--- config.mk ---
export PLATFORM = sky130hd
export DESIGN_NAME = uart_tx_mmio_flat
export DESIGN_NICKNAME = d
export VERILOG_FILES = /design/src/rtl/uart_tx_mmio_pkg.sv /design/src/rtl/uart_tx_mmio_if.sv /design/src/rtl/uart_tx_mmio_sync_fifo.sv /design/src/rtl/uart_tx_mmio.sv /design/src/flat_wrapper.sv
export SDC_FILE = /design/constraint.sdc
export NUM_CORES = 1
export LEC_CHECK = 0
export ABC_AREA = 1
export CAP_MARGIN = 20
export CORE_MARGIN = 2
export CORE_UTILIZATION = 47
export CTS_CLUSTER_DIAMETER = 120
export CTS_CLUSTER_SIZE = 16
export DETAILED_ROUTE_END_ITERATION = 6
export DONT_BUFFER_PORTS = 1
export GPL_ROUTABILITY_DRIVEN = 0
export SLEW_MARGIN = 20
export SYNTH_ARGS = -nofsm -noshare
export SYNTH_HDL_FRONTEND = slang
export SYNTH_SLANG_ARGS = --single-unit
--- constraint.sdc ---
create_clock -name clk -period 3.4 [get_ports clk]
set_input_delay 0.51 -clock clk [delete_from_list [all_inputs] [get_ports clk]]
set_output_delay 0.51 -clock clk [all_outputs]
set_load 0.01 [all_outputs]
--- src/rtl/uart_tx_mmio_pkg.sv ---
// uart_tx_pkg: shared constants for the memory-mapped UART transmitter.
//   - register word offsets (Mem_WrAddr[3:2])
//   - STATUS / CTRL bit positions
//   - transmit FSM state encoding
package uart_tx_pkg;

   localparam logic [1:0] OFF_TXDATA = 2'd0;
   localparam logic [1:0] OFF_STATUS = 2'd1;
   localparam logic [1:0] OFF_CTRL   = 2'd2;

   // STATUS bits
   localparam int ST_BUSY    = 0;
   localparam int ST_FULL    = 1;
   localparam int ST_EMPTY   = 2;
   localparam int ST_OVF     = 3;
   localparam int ST_CNT_LSB = 8;

   // CTRL bits
   localparam int CT_TX_EN    = 0;
   localparam int CT_FIFO_CLR = 1;
   localparam int CT_OVF_CLR  = 2;
   localparam int CT_IRQ_EN   = 3;

   typedef enum logic [1:0] {
      IDLE  = 2'd0,
      START = 2'd1,
      DATA  = 2'd2,
      STOP  = 2'd3
   } tx_state_e;

endpackage

--- src/rtl/uart_tx_mmio_if.sv ---
// uart_tx_mmio_if: CPU memory-port view of the UART register window.
//   MemWrite   - store strobe (CPU -> device)
//   Mem_WrAddr - address for both reads and writes (CPU -> device)
//   Mem_WrData - store data (CPU -> device)
//   hit        - address falls in the device window (device -> CPU)
//   rd_data    - combinational read data, 0 on a miss (device -> CPU)
interface uart_tx_mmio_if;
   logic        MemWrite;
   logic [31:0] Mem_WrAddr;
   logic [31:0] Mem_WrData;
   logic        hit;
   logic [31:0] rd_data;

   modport master (output MemWrite, Mem_WrAddr, Mem_WrData, input hit, rd_data);
   modport slave  (input MemWrite, Mem_WrAddr, Mem_WrData, output hit, rd_data);
endinterface

--- src/rtl/uart_tx_mmio_sync_fifo.sv ---
// sync_fifo: single-clock FIFO, synchronous active-high reset.
//   push/din - enqueue; accepted when not full, or when full with a pop
//   pop      - dequeue head (ignored when empty)
//   clear    - empty the FIFO; a concurrent push is discarded
//   dout     - current head, full, empty, count (0..DEPTH)
module sync_fifo #(
   parameter int WIDTH = 8,
   parameter int DEPTH = 8
) (
   input  logic                     clk,
   input  logic                     reset,
   input  logic                     push,
   input  logic [WIDTH-1:0]         din,
   input  logic                     pop,
   input  logic                     clear,
   output logic [WIDTH-1:0]         dout,
   output logic                     full,
   output logic                     empty,
   output logic [$clog2(DEPTH):0]   count
);
   localparam int AW = $clog2(DEPTH);
   localparam int CW = AW + 1;

   logic [WIDTH-1:0] mem [DEPTH];
   logic [AW-1:0]    wr_ptr, rd_ptr;
   logic             do_push, do_pop;

   assign full    = (count == CW'(DEPTH));
   assign empty   = (count == '0);
   assign do_pop  = pop & ~empty;
   assign do_push = push & (~full | do_pop);
   assign dout    = mem[rd_ptr];

   always_ff @(posedge clk) begin
      if (reset || clear) begin
         wr_ptr <= '0;
         rd_ptr <= '0;
         count  <= '0;
      end else begin
         if (do_push) wr_ptr <= wr_ptr + AW'(1);
         if (do_pop)  rd_ptr <= rd_ptr + AW'(1);
         case ({do_push, do_pop})
            2'b10:   count <= count + CW'(1);
            2'b01:   count <= count - CW'(1);
            default: count <= count;
         endcase
      end
   end

   // Storage needs no reset; only pointers define validity.
   always_ff @(posedge clk) begin
      if (do_push && !clear && !reset) mem[wr_ptr] <= din;
   end
endmodule

--- src/rtl/uart_tx_mmio.sv ---
// uart_tx_mmio: memory-mapped 8N1 UART transmitter on the CPU memory port.
//   clk, reset - system clock, synchronous active-high reset
//   bus        - slave side of uart_tx_mmio_if (store decode + read mux data)
//   tx         - registered serial output, idles high
//   irq        - registered; irq_en && FIFO empty && FSM idle
module uart_tx_mmio
   import uart_tx_pkg::*;
#(
   parameter logic [31:0] BASE_ADDR    = 32'h0000_1000,
   parameter int          CLKS_PER_BIT = 868,
   parameter int          FIFO_DEPTH   = 8
) (
   input  logic           clk,
   input  logic           reset,
   uart_tx_mmio_if.slave  bus,
   output logic           tx,
   output logic           irq
);
   localparam int CW = $clog2(FIFO_DEPTH) + 1;
   localparam int BW = $clog2(CLKS_PER_BIT);
   localparam logic [BW-1:0] BAUD_LOAD = BW'(CLKS_PER_BIT - 1);

   logic [1:0]    off;
   logic          we, push, ctrl_we, fifo_clr, ovf_clr, pop;
   logic [7:0]    fifo_dout;
   logic          fifo_full, fifo_empty, empty_nxt;
   logic [CW-1:0] fifo_count;
   logic          tx_en, irq_en, irq_en_nxt, overflow;

   tx_state_e     state, state_nxt;
   logic [BW-1:0] baud_cnt, baud_nxt;
   logic [2:0]    bit_idx, bit_nxt;
   logic [7:0]    shift, shift_nxt;
   logic          tx_nxt;

   logic          unused_bits;
   assign unused_bits = &{1'b0, bus.Mem_WrAddr[1:0], bus.Mem_WrData[31:8]};

   // ---- decode ----
   assign off      = bus.Mem_WrAddr[3:2];
   assign bus.hit  = (bus.Mem_WrAddr[31:4] == BASE_ADDR[31:4]);
   assign we       = bus.MemWrite & bus.hit;
   assign push     = we && (off == OFF_TXDATA);
   assign ctrl_we  = we && (off == OFF_CTRL);
   assign fifo_clr = ctrl_we & bus.Mem_WrData[CT_FIFO_CLR];
   assign ovf_clr  = ctrl_we & bus.Mem_WrData[CT_OVF_CLR];
   assign pop      = (state == IDLE) && tx_en && !fifo_empty;

   sync_fifo #(.WIDTH(8), .DEPTH(FIFO_DEPTH)) u_fifo (
      .clk   (clk),
      .reset (reset),
      .push  (push),
      .din   (bus.Mem_WrData[7:0]),
      .pop   (pop),
      .clear (fifo_clr),
      .dout  (fifo_dout),
      .full  (fifo_full),
      .empty (fifo_empty),
      .count (fifo_count)
   );

   // Post-edge values feeding the registered irq.
   assign irq_en_nxt = ctrl_we ? bus.Mem_WrData[CT_IRQ_EN] : irq_en;
   assign empty_nxt  = fifo_clr
                     | (fifo_empty & ~push)
                     | ((fifo_count == CW'(1)) & pop & ~push);

   // ---- CTRL / overflow ----
   always_ff @(posedge clk) begin
      if (reset) begin
         tx_en    <= 1'b1;
         irq_en   <= 1'b0;
         overflow <= 1'b0;
      end else begin
         if (ctrl_we) begin
            tx_en  <= bus.Mem_WrData[CT_TX_EN];
            irq_en <= bus.Mem_WrData[CT_IRQ_EN];
         end
         // A dropped push wins over a concurrent clear request.
         if (push && fifo_full && !pop && !fifo_clr) overflow <= 1'b1;
         else if (ovf_clr)                            overflow <= 1'b0;
      end
   end

   // ---- transmit FSM ----
   always_comb begin
      state_nxt = state;
      baud_nxt  = baud_cnt;
      bit_nxt   = bit_idx;
      shift_nxt = shift;
      tx_nxt    = tx;
      case (state)
         IDLE: begin
            tx_nxt = 1'b1;
            if (pop) begin
               shift_nxt = fifo_dout;
               tx_nxt    = 1'b0;
               baud_nxt  = BAUD_LOAD;
               state_nxt = START;
            end
         end
         START: begin
            if (baud_cnt == '0) begin
               tx_nxt    = shift[0];
               baud_nxt  = BAUD_LOAD;
               bit_nxt   = 3'd0;
               state_nxt = DATA;
            end else baud_nxt = baud_cnt - BW'(1);
         end
         DATA: begin
            if (baud_cnt == '0) begin
               baud_nxt = BAUD_LOAD;
               if (bit_idx == 3'd7) begin
                  tx_nxt    = 1'b1;
                  state_nxt = STOP;
               end else begin
                  shift_nxt = shift >> 1;
                  tx_nxt    = shift[1];
                  bit_nxt   = bit_idx + 3'd1;
               end
            end else baud_nxt = baud_cnt - BW'(1);
         end
         STOP: begin
            if (baud_cnt == '0) state_nxt = IDLE;
            else                baud_nxt  = baud_cnt - BW'(1);
         end
         default: state_nxt = IDLE;
      endcase
   end

   always_ff @(posedge clk) begin
      if (reset) begin
         state    <= IDLE;
         baud_cnt <= '0;
         bit_idx  <= '0;
         shift    <= '0;
         tx       <= 1'b1;
         irq      <= 1'b0;
      end else begin
         state    <= state_nxt;
         baud_cnt <= baud_nxt;
         bit_idx  <= bit_nxt;
         shift    <= shift_nxt;
         tx       <= tx_nxt;
         irq      <= irq_en_nxt & empty_nxt & (state_nxt == IDLE);
      end
   end

   // ---- read mux ----
   always_comb begin
      bus.rd_data = '0;
      if (bus.hit) begin
         case (off)
            OFF_STATUS: begin
               bus.rd_data[ST_BUSY]                  = (state != IDLE);
               bus.rd_data[ST_FULL]                  = fifo_full;
               bus.rd_data[ST_EMPTY]                 = fifo_empty;
               bus.rd_data[ST_OVF]                   = overflow;
               bus.rd_data[ST_CNT_LSB+4:ST_CNT_LSB]  = 5'(fifo_count);
            end
            OFF_CTRL: begin
               bus.rd_data[CT_TX_EN]  = tx_en;
               bus.rd_data[CT_IRQ_EN] = irq_en;
            end
            default: bus.rd_data = '0;
         endcase
      end
   end
endmodule

--- src/flat_wrapper.sv ---
// flat-port wrapper written by rule: the top's interface ports become plain ports
module uart_tx_mmio_flat import uart_tx_pkg::*;
#(
   parameter logic [31:0] BASE_ADDR    = 32'h0000_1000,
   parameter int          CLKS_PER_BIT = 868,
   parameter int          FIFO_DEPTH   = 8
)
  (clk, reset, tx, irq, bus_MemWrite, bus_Mem_WrAddr, bus_Mem_WrData, bus_hit, bus_rd_data);
  uart_tx_mmio_if bus_i ();
  input  logic clk;
  input  logic reset;
  output logic tx;
  output logic irq;
  input wire logic [$bits(bus_i.MemWrite)-1:0] bus_MemWrite;
  input wire logic [$bits(bus_i.Mem_WrAddr)-1:0] bus_Mem_WrAddr;
  input wire logic [$bits(bus_i.Mem_WrData)-1:0] bus_Mem_WrData;
  output wire logic [$bits(bus_i.hit)-1:0] bus_hit;
  output wire logic [$bits(bus_i.rd_data)-1:0] bus_rd_data;
  assign bus_i.MemWrite = bus_MemWrite;
  assign bus_i.Mem_WrAddr = bus_Mem_WrAddr;
  assign bus_i.Mem_WrData = bus_Mem_WrData;
  assign bus_hit = bus_i.hit;
  assign bus_rd_data = bus_i.rd_data;
  uart_tx_mmio #(.BASE_ADDR(BASE_ADDR), .CLKS_PER_BIT(CLKS_PER_BIT), .FIFO_DEPTH(FIFO_DEPTH)) u_core (.clk(clk), .reset(reset), .bus(bus_i), .tx(tx), .irq(irq));
endmodule
==> results by group <==
Global route
  – Gr ovfl total: 0
  – First-pass GRT wire length: 17,300 µm
  – Total GRT Usage: 19.0%
  – Antenna violations before repair: 0
  – Largest net degree at the start of global routing: 39
  – Number of global-route vias before repair: 3,405

Detailed routing
  – Antenna viol nets, final: 0
  – Routed wire length: 10,900 µm
  – Vias: 3,721
  – Routed wire length per instance: 15.0 µm
  – DRT iter0 DRCs: 224
  – Vias/cell: 5.13
  – Drc violations: 0
  – Initial DRT Pass Iterations: 4

Die
  – Initial core utilization: 48.2%
  – Core area: 10,900 µm²
  – Die W: 110 µm
  – Die footprint: 12,000 µm²
  – Die Ht: 110 µm
  – Row Count: 38
  – Boundary Pins: 102

Placement
  – DP Area: 5340 µm²
  – I/O Buffers: 0
  – Dpl cells: 709
  – Worst slack at placement: 0.723 ns
  – DP Wirelength: 7540 µm

Flow run
  – Max-cap viol count: 0

Logic synthesis
  – Leading cell type by number of instances after synthesis: nand2_1
  – Largest area contributor in the netlist: edfxtp_1
  – FF+latch count, synth: 105
  – Post-synth top cells: nand2_1 (108), edfxtp_1 (64), nor2_1 (64)
  – Cell Area, Synth: 5250 µm²
  – Synth area leaders: edfxtp_1 (37%), dfxtp_1 (16%), nand2_1 (7.7%)
  – Post-synth EDFFs: 64
  – Syn. warnings: 0
  – Yosys top cell area share: 36.6%
  – Ys async rst share: 0%
  – Average size of a mapped cell: 9.14 µm²
  – Top_reg_cell synth: edfxtp_1
  – Sequential element share of the synthesized area: 52.3%
  – Synthesized instance count: 574
  – Distinct cells, synth: 41

Clock network
  – # hold bufs at CTS: 0
  – Num CTS Buffers: 9
  – Clock slew at reported path FFs: 0.11 ns
  – CTS tree: built
  – CTS max path bufs: 2
  – Post-CTS sizing: 0
  – Clock sinks: 105
  – Clock Root Buffer: clkbuf_8
  – # H-tree levels: 3
  – Clk_lat worst skew: 0.39 ns
  – Post-CTS Setup Bufs: 0

Worst setup path
  – Critical Path RT: 3.67 ns
  – Critical path class: register to register
  – Crit path capture type: register
  – Worst path slowest cell: dfxtp_1
  – Crit path max fanout: 7
  – CP peak stage delay: 0.43 ns
  – Worst path arrival time: 2.93 ns
  – Startpoint types: register
  – Crit-path cells: inv_1, ha_1, nand2_2, nand3_4, nand3_1, nand4_1, ha_1, inv_1, nand2_1, o41ai_1, xor2_1, nor2_1

STA
  – Worst Max-Slew Pin Slew: 0.806 ns
  – F_max: 376 MHz
  – Clk_skew: 0.0132 ns
  – Final Hold Vio Count: 0
  – Minimum clock period: 2.66 ns
  – Worst rel slew slack: 46.0%
  – Setup tns final: 0 ns
  – Min setup slack post-route: 0.740 ns
  – Unrepaired setup endpoints after global routing: false
  – Slew Limit Fails: 0
  – Fin crit share: 78.2%
  – # setup viols final: 0

Cells and area
  – Share of cells above drive strength 1: 9.23%
  – Fin nets: 665
  – Design Area, Final: 5540 µm²
  – Final Non-Filler Cells: 725
  – Fillers: 1,010
  – Area Growth Syn to Fin: 5.51%
  – Diode count: 0
  – Fin util: 50.9%

Power and ir drop
  – PwrDens: 744 nW/µm²
  – Worst vdd rail ir drop: 482 µV
  – Lkg Pwr: 2.21 nW

Worst hold path
  – Hold Crit Class: primary input to register

Outcome
  – Outcome: completed
critical path: cells and delay by family, from the launching register on:
family                     cells  cell delay, ns
AOI/OAI and AO/OA              1            0.37
buffers and inverters          2            0.22
and+or+nand+nor                6            0.70
xor gates and xnor gates       1            0.18
adders and majority gates      2            0.65
DFF                            1            0.43
through the flow:
| step | hold WS, ns | power [mW] |
|---|---|---|
| after global placement | 0.444 | 3.33 |
| after floorplan | 0.432 | 3.01 |
| final | 0.187 | 4.12 |
| after global routing | 0.168 | 4.45 |
| after detailed placement | 0.452 | 3.38 |
| after CTS | 0.175 | 4.15 |
cell families after synthesis:
kind of cell	Yosys count	share of synthesized area [%]
AND/OR/NAND/NOR	269	24.9
flip-flops	105	52.3
other	1	0.0714
buffers and inverters	96	8.87
AO/OA/AOI/OAI	80	8.77
adder cells (fa/ha/maj)	18	4.29
XOR/XNOR	5	0.834
registers in the layout, indices dropped and copies added, names as in the netlist, named ones only:
| signal | flops |
|---|---|
| u_core.irq | 1 |
| u_core.overflow | 1 |
| u_core.u_fifo.mem | 64 |
| u_core.shift | 8 |
| u_core.u_fifo.rd_ptr | 3 |
| u_core.u_fifo.count | 4 |
| u_core.u_fifo.wr_ptr | 3 |
| u_core.irq_en | 1 |
| u_core.tx_en | 1 |
| u_core.baud_cnt | 10 |
| u_core.bit_idx | 3 |
| u_core.tx | 1 |
| u_core.state | 2 |
worst paths after layout:
kind / start / to / slack (ns) / cells after the start
setup / recovery: u_core.u_fifo.count[0] / u_core.u_fifo.count[3] / 0.74 / 12
hold / removal: reset / u_core.bit_idx[1] / 0.19 / 1
setup reg to reg: u_core.u_fifo.count[0] / u_core.u_fifo.count[3] / 0.74 / 12
hold reg to reg: u_core.shift[6] / u_core.shift[6] / 0.47 / 2
routing by layer:
metal  wire length (µm)  GRT usage [%]  vias to the layer above
met5                  0              0                        -
met4                104           5.79                        0
met3                515           3.73                       11
met2               5130           30.8                       84
met1               5100           25.8                     1729
li1                   -              -                     1897
final cells by class:
| class | instances | area (µm²) | share of cell area [%] |
|---|---|---|---|
| clock buffer | 9 | 124 | 2.24 |
| clock inverter | 7 | 70.1 | 1.27 |
| inverter | 57 | 216 | 3.91 |
| multi-input combinational | 396 | 2130 | 38.4 |
| sequential | 105 | 2740 | 49.5 |
| tap | 140 | 175 | 3.16 |
| timing repair buffer | 11 | 82.6 | 1.49 |
report_power, final:
group          total (mW)  internal, mW  switching [mW]
clock network       0.771         0.287           0.484
registers            1.58          1.48          0.0942
logic                1.78         0.572            1.20
total                4.12          2.34            1.78
layout by cell type, fill, tap and decap left out, types with 4 or more instances in the layout:
master	count
a21oi_1	30
buf_4	11
clkbuf_8	9
conb_1	24
dfxtp_1	41
edfxtp_1	64
ha_1	18
inv_1	54
nand2_1	108
nand3_1	60
nand4_1	6
nor2_1	64
nor2_2	4
nor3_1	5
o211ai_1	10
o21ai_0	31
xor2_1	4
Power figures use the tool's default switching activity.
==> edit 1, RTL diff (same flow settings) <==
Take the reset off `shift` and load it in a clocked block of its own.
--- a/src/rtl/uart_tx_mmio.sv
+++ b/src/rtl/uart_tx_mmio.sv
@@ -135,3 +135,2 @@
          bit_idx  <= '0;
-         shift    <= '0;
          tx       <= 1'b1;
@@ -142,3 +141,2 @@
          bit_idx  <= bit_nxt;
-         shift    <= shift_nxt;
          tx       <= tx_nxt;
@@ -146,2 +144,6 @@
       end
+   end
+
+   always_ff @(posedge clk) begin
+      shift <= shift_nxt;
    end
Behaviour: same outputs for any inputs over 4 cycles, from zero or initial values and one cycle with reset high; that may be too few to reach the edited logic, so the function may still have changed.
==> edit 1 against the original RTL <==
  * Routed wire length shrank 6.9%
  * Sequential cell count is the same
  * Hold slack gained 9.1 ps
  * First-iteration DRC count shrank 3.6%
  * Fmax grew 5.2%
  * Cell area shrank 0.56%
  * Synthesized area shrank 0.38%
  * Critical path depth shrank 2
  * Clock skew grew 6.4 ps
  * Worst setup slack gained 130 ps
  * Largest cell class unchanged
  * Global-route usage shrank 0.72 points
Power is not compared: it rests on default switching activity, and its combinational part moved more than twofold at a synthesized area within 25%.
==> edit 1: results (changes against the original RTL) <==
dpl.cell_count: 661  # -6.8%
skew_ps: 19.7  # +6.43 ps
ys_seq_area_frac: 0.540  # +0.0173
grt_pass1_wl_mm: 16.4  # -5.1%
tightestPinTransition_ps: 1030  # +229 ps
wl_met3_um: 451  # -12%
drt-met1-wl_mm: 4.73  # -7.3%
nFillCells: 974  # -3.6%
drive_gt1_frac: 0.0931  # +0.000802
port_buffers: 0  # unchanged
max_stage_delay_ps: 450  # +20 ps
grt_usage: 0.183  # -0.00722
dpl_cell_area_sq_um: 5320  # -0.37%
clk_latency_ps: 380
dr.first_iter.drc_count: 216  # -3.6%
yosys.cell_types.count: 42  # +2.4%
syn_inst: 526  # -8.4%
grt_max_degree: 34  # -13%
vias: 3517  # -5.5%
timing.hold.ws_ps: 196  # +9.12 ps
max_freq_mhz: 396  # +5.2%
worst-path-max-fanout: 8  # +1
first_global_vias: 3219  # -5.5%
met2_length_mm: 4.81  # -6.3%
rrSetupSlack_ps: 870  # +130 ps
crit_slowest_cell: "nor2_1"
status: "complete, no violations"
cp_data_arrival_time_ps: 2630  # -300 ps
hpwl_mm: 6.97  # -7.6%
## edit 1: changes by cell type after synthesis, moves of 4 or more
cell / unedited run / this run
nand3_1: 60 / 26
nand2_1: 108 / 76
nor2_1: 64 / 79
mux2i_1: 0 / 13
o221ai_1: 1 / 13
a21oi_1: 30 / 19
inv_1: 54 / 43
dfxtp_1: 41 / 33
edfxtp_1: 64 / 72
o211ai_1: 10 / 3
o21ai_0: 31 / 35
## edit 1: critical path: cells and delay by family (launching register included)
family	cells	cell delay (ps)
adders and majority gates	1	240
buffers and inverters	3	460
DFF	1	420
and+or+nand+nor	6	1120
## edit 1: layout make-up
cell class / instances / area (sq um) / area share
sequential: 105 / 2820 / 0.513
inverter: 46 / 180 / 0.0327
clock inverter: 6 / 55.1 / 0.0100
tap: 140 / 175 / 0.0318
clock buffer: 10 / 128 / 0.0232
timing repair buffer: 10 / 75.1 / 0.0136
multi-input combinational: 360 / 2070 / 0.376
## edit 1: worst paths after layout
| path | from | to | cells past startpoint |
|---|---|---|---|
| worst max-delay path | u_core.u_fifo.count[0] | u_core.u_fifo.mem[4][4] | 10 |
| worst max register to register | u_core.u_fifo.count[0] | u_core.u_fifo.mem[4][4] | 10 |
| worst min register to register | u_core.baud_cnt[2] | u_core.baud_cnt[2] | 2 |
| worst min-delay path | reset | u_core.state[0] | 1 |
## edit 1: logic make-up (layout without fill, tap and decap cells)
family,Yosys count,after routing,share of synthesized area
compound gates,79,79,0.0905
xor+xnor,7,7,0.0117
fa+ha+maj,18,18,0.0431
buf+inv,84,72,0.0806
flops,105,105,0.540
mux,13,13,0.0249
other cells,1,24,0.000717
simple gates,219,219,0.209
## edit 1: metal layers
metal,vias to the layer above,track usage
met5,-,0
met4,0,0.0542
met3,10,0.0373
met1,1647,0.252
met2,80,0.293
li1,1780,-
## edit 1: power groups by stage
stage / logic [mW] / clock network [mW] / registers [mW]
floorplan: 0.649 / 0 / 1.55
global placement: 0.751 / 0 / 1.56
detailed placement: 0.764 / 0 / 1.56
CTS: 0.768 / 0.745 / 1.54
global route: 0.886 / 0.799 / 1.55
finish: 0.767 / 0.730 / 1.54
==> edit 2, RTL diff (same flow settings) <==
Made on the original files. `FIFO_DEPTH` is set to 8 in 2 places; all go to 4.
--- a/src/rtl/uart_tx_mmio.sv
+++ b/src/rtl/uart_tx_mmio.sv
@@ -10,3 +10,3 @@
    parameter int          CLKS_PER_BIT = 868,
-   parameter int          FIFO_DEPTH   = 8
+   parameter int          FIFO_DEPTH   = 4
 ) (
--- a/src/flat_wrapper.sv
+++ b/src/flat_wrapper.sv
@@ -5,3 +5,3 @@
    parameter int          CLKS_PER_BIT = 868,
-   parameter int          FIFO_DEPTH   = 8
+   parameter int          FIFO_DEPTH   = 4
 )
Behaviour: not the same (Yosys sat finds a counterexample within 10 cycles, from zero or initial values and one cycle with reset high).
==> edit 2 against the original RTL <==
  * Synthesized cell count shrank 21%
  * Routed wire length shrank 36%
  * Power decreased by 30%
  * Worst setup slack improved by 120 ps
  * Hold slack better by 42 ps
  * Clock power shrank 17%
  * Global-route usage is 2.1 points lower
  * Synthesized area decreased by 28%
  * Sequential cell count fell by 36
  * Highest routed layer unchanged
  * Cell area down 28%
==> edit 2: results (changes against the original RTL) <==
status: "complete, no violations"
yosysTopAreaCellShare: 0.254  # -0.112
clk_path_buf_depth: 2  # unchanged
h-tree-depth: 3  # unchanged
synthTopCellsByCount: "nor2_1, nand2_1, o21ai_0"
clkTransAtPathRegs_ps: 70  # -40 ps
synth_edf_count: 32  # -50%
slew_headroom: 0.511  # +0.0519
hpwl_mm: 5.00  # -34%
synth_area_leaders: "edfxtp_1, dfxtp_1, nor2_1, nand2_1, ha_1"
cts_setup_buffers: 0  # unchanged
grt_pass1_wl_mm: 11.4  # -34%
port_buffers: 0  # unchanged
fin_nets: 545  # -18%
synth_flop_cell: "dfxtp_1"
first_global_vias: 2500  # -27%
reg_top3: "u_core.u_fifo.mem (32), u_core.baud_cnt (10), u_core.shift (8)"
wl_met3_um: 453  # -12%
clk_latency_ps: 350  # -40 ps
ys_seq_area_frac: 0.450  # -0.0729
critical_path.reg2reg.startpoint: "u_core.state[0]"
worst-path-max-fanout: 8  # +1
leakage_nw: 1.66  # -25%
grt_usage: 0.169  # -0.0213
cts_resized: 0  # unchanged
nFillCells: 735  # -27%
yosysWarnings: 0  # unchanged
cp_top_family: "simple AND/OR/NAND/NOR gates"
firstDrtPassIters: 4  # unchanged
skew_ps: 10.9  # -2.28 ps
ir_drop_mv: 0.455  # -5.7%
cts_made_buffers: 9  # unchanged
drt-met1-wl_mm: 3.35  # -34%
clock_tree.root_cell: "clkbuf_8"
cp-startpoint: "u_core.state[0]"
crit_slowest_cell: "nor3b_2"
grt_max_degree: 19  # -51%
met2_length_mm: 3.05  # -40%
cp_data_arrival_time_ps: 2510  # -420 ps
max_stage_delay_ps: 680  # +250 ps
routed.top_layer: "met4"
antenna_found_initial: 0  # unchanged
async_reset_ff_frac: 0  # unchanged
via_per_inst: 4.77  # -7.1%
drive_gt1_frac: 0.108  # +0.0157
wire_per_inst_um: 12.3  # -18%
yosys.cell_types.count: 43  # +4.9%
dr.first_iter.drc_count: 96  # -57%
[edit 2: metrics by stage]
stage                     total power, mW  hold slack (ps)  setup slack, ps  instance area (sq um)  std cells
after global routing                 3.16              203              660                   3980        565
after CTS                            2.92              214              843                   3980        565
after floorplan                      2.09              433             1300                   3870        476
after detailed placement             2.27              456              870                   3800        549
final                                2.89              229              859                   3980        565
after global placement               2.26              445              888                   3800        549
[edit 2: cell families (layout without fill, tap and decap cells)]
kind of cell	count (synthesis)	after routing	share of synthesized area
and+or+nand+nor	206	206	0.249
buffers and inverters	78	65	0.108
AOI/OAI and AO/OA	70	70	0.107
DFF	69	69	0.450
adders and majority gates	20	20	0.0661
xor gates and xnor gates	7	7	0.0162
other	1	25	0.000991
muxes	1	1	0.00264
[edit 2: final cells by class]
type	instances	area [sq um]	area share
Multi-Input combinational cell	329	1760	0.443
Sequential cell	69	1700	0.427
Inverter	44	166	0.0418
Clock buffer	11	131	0.0330
Tap cell	102	128	0.0320
Clock inverter	5	53.8	0.0135
Timing Repair Buffer	5	37.5	0.00943
[edit 2: final timing paths]
path / end / slack [ps] / depth (start not counted)
worst min-delay path: u_core.bit_idx[2] / 230 / 1
worst min register to register: u_core.shift[7] / 460 / 2
worst max register to register: u_core.u_fifo.mem[2][0] / 860 / 8
worst max-delay path: u_core.u_fifo.mem[2][0] / 860 / 8
[edit 2: metal layers]
metal,GRT usage,vias to the layer above
li1,-,1427
met1,0.213,1179
met2,0.268,76
met3,0.0618,11
met4,0.0556,0
met5,0,-
[edit 2: where the power goes]
part | switching [mW] | total [mW] | internal, mW
Combinational | 0.816 | 1.23 | 0.413
Sequential | 0.0634 | 1.03 | 0.962
Clock | 0.302 | 0.638 | 0.335
Total | 1.18 | 2.89 | 1.71
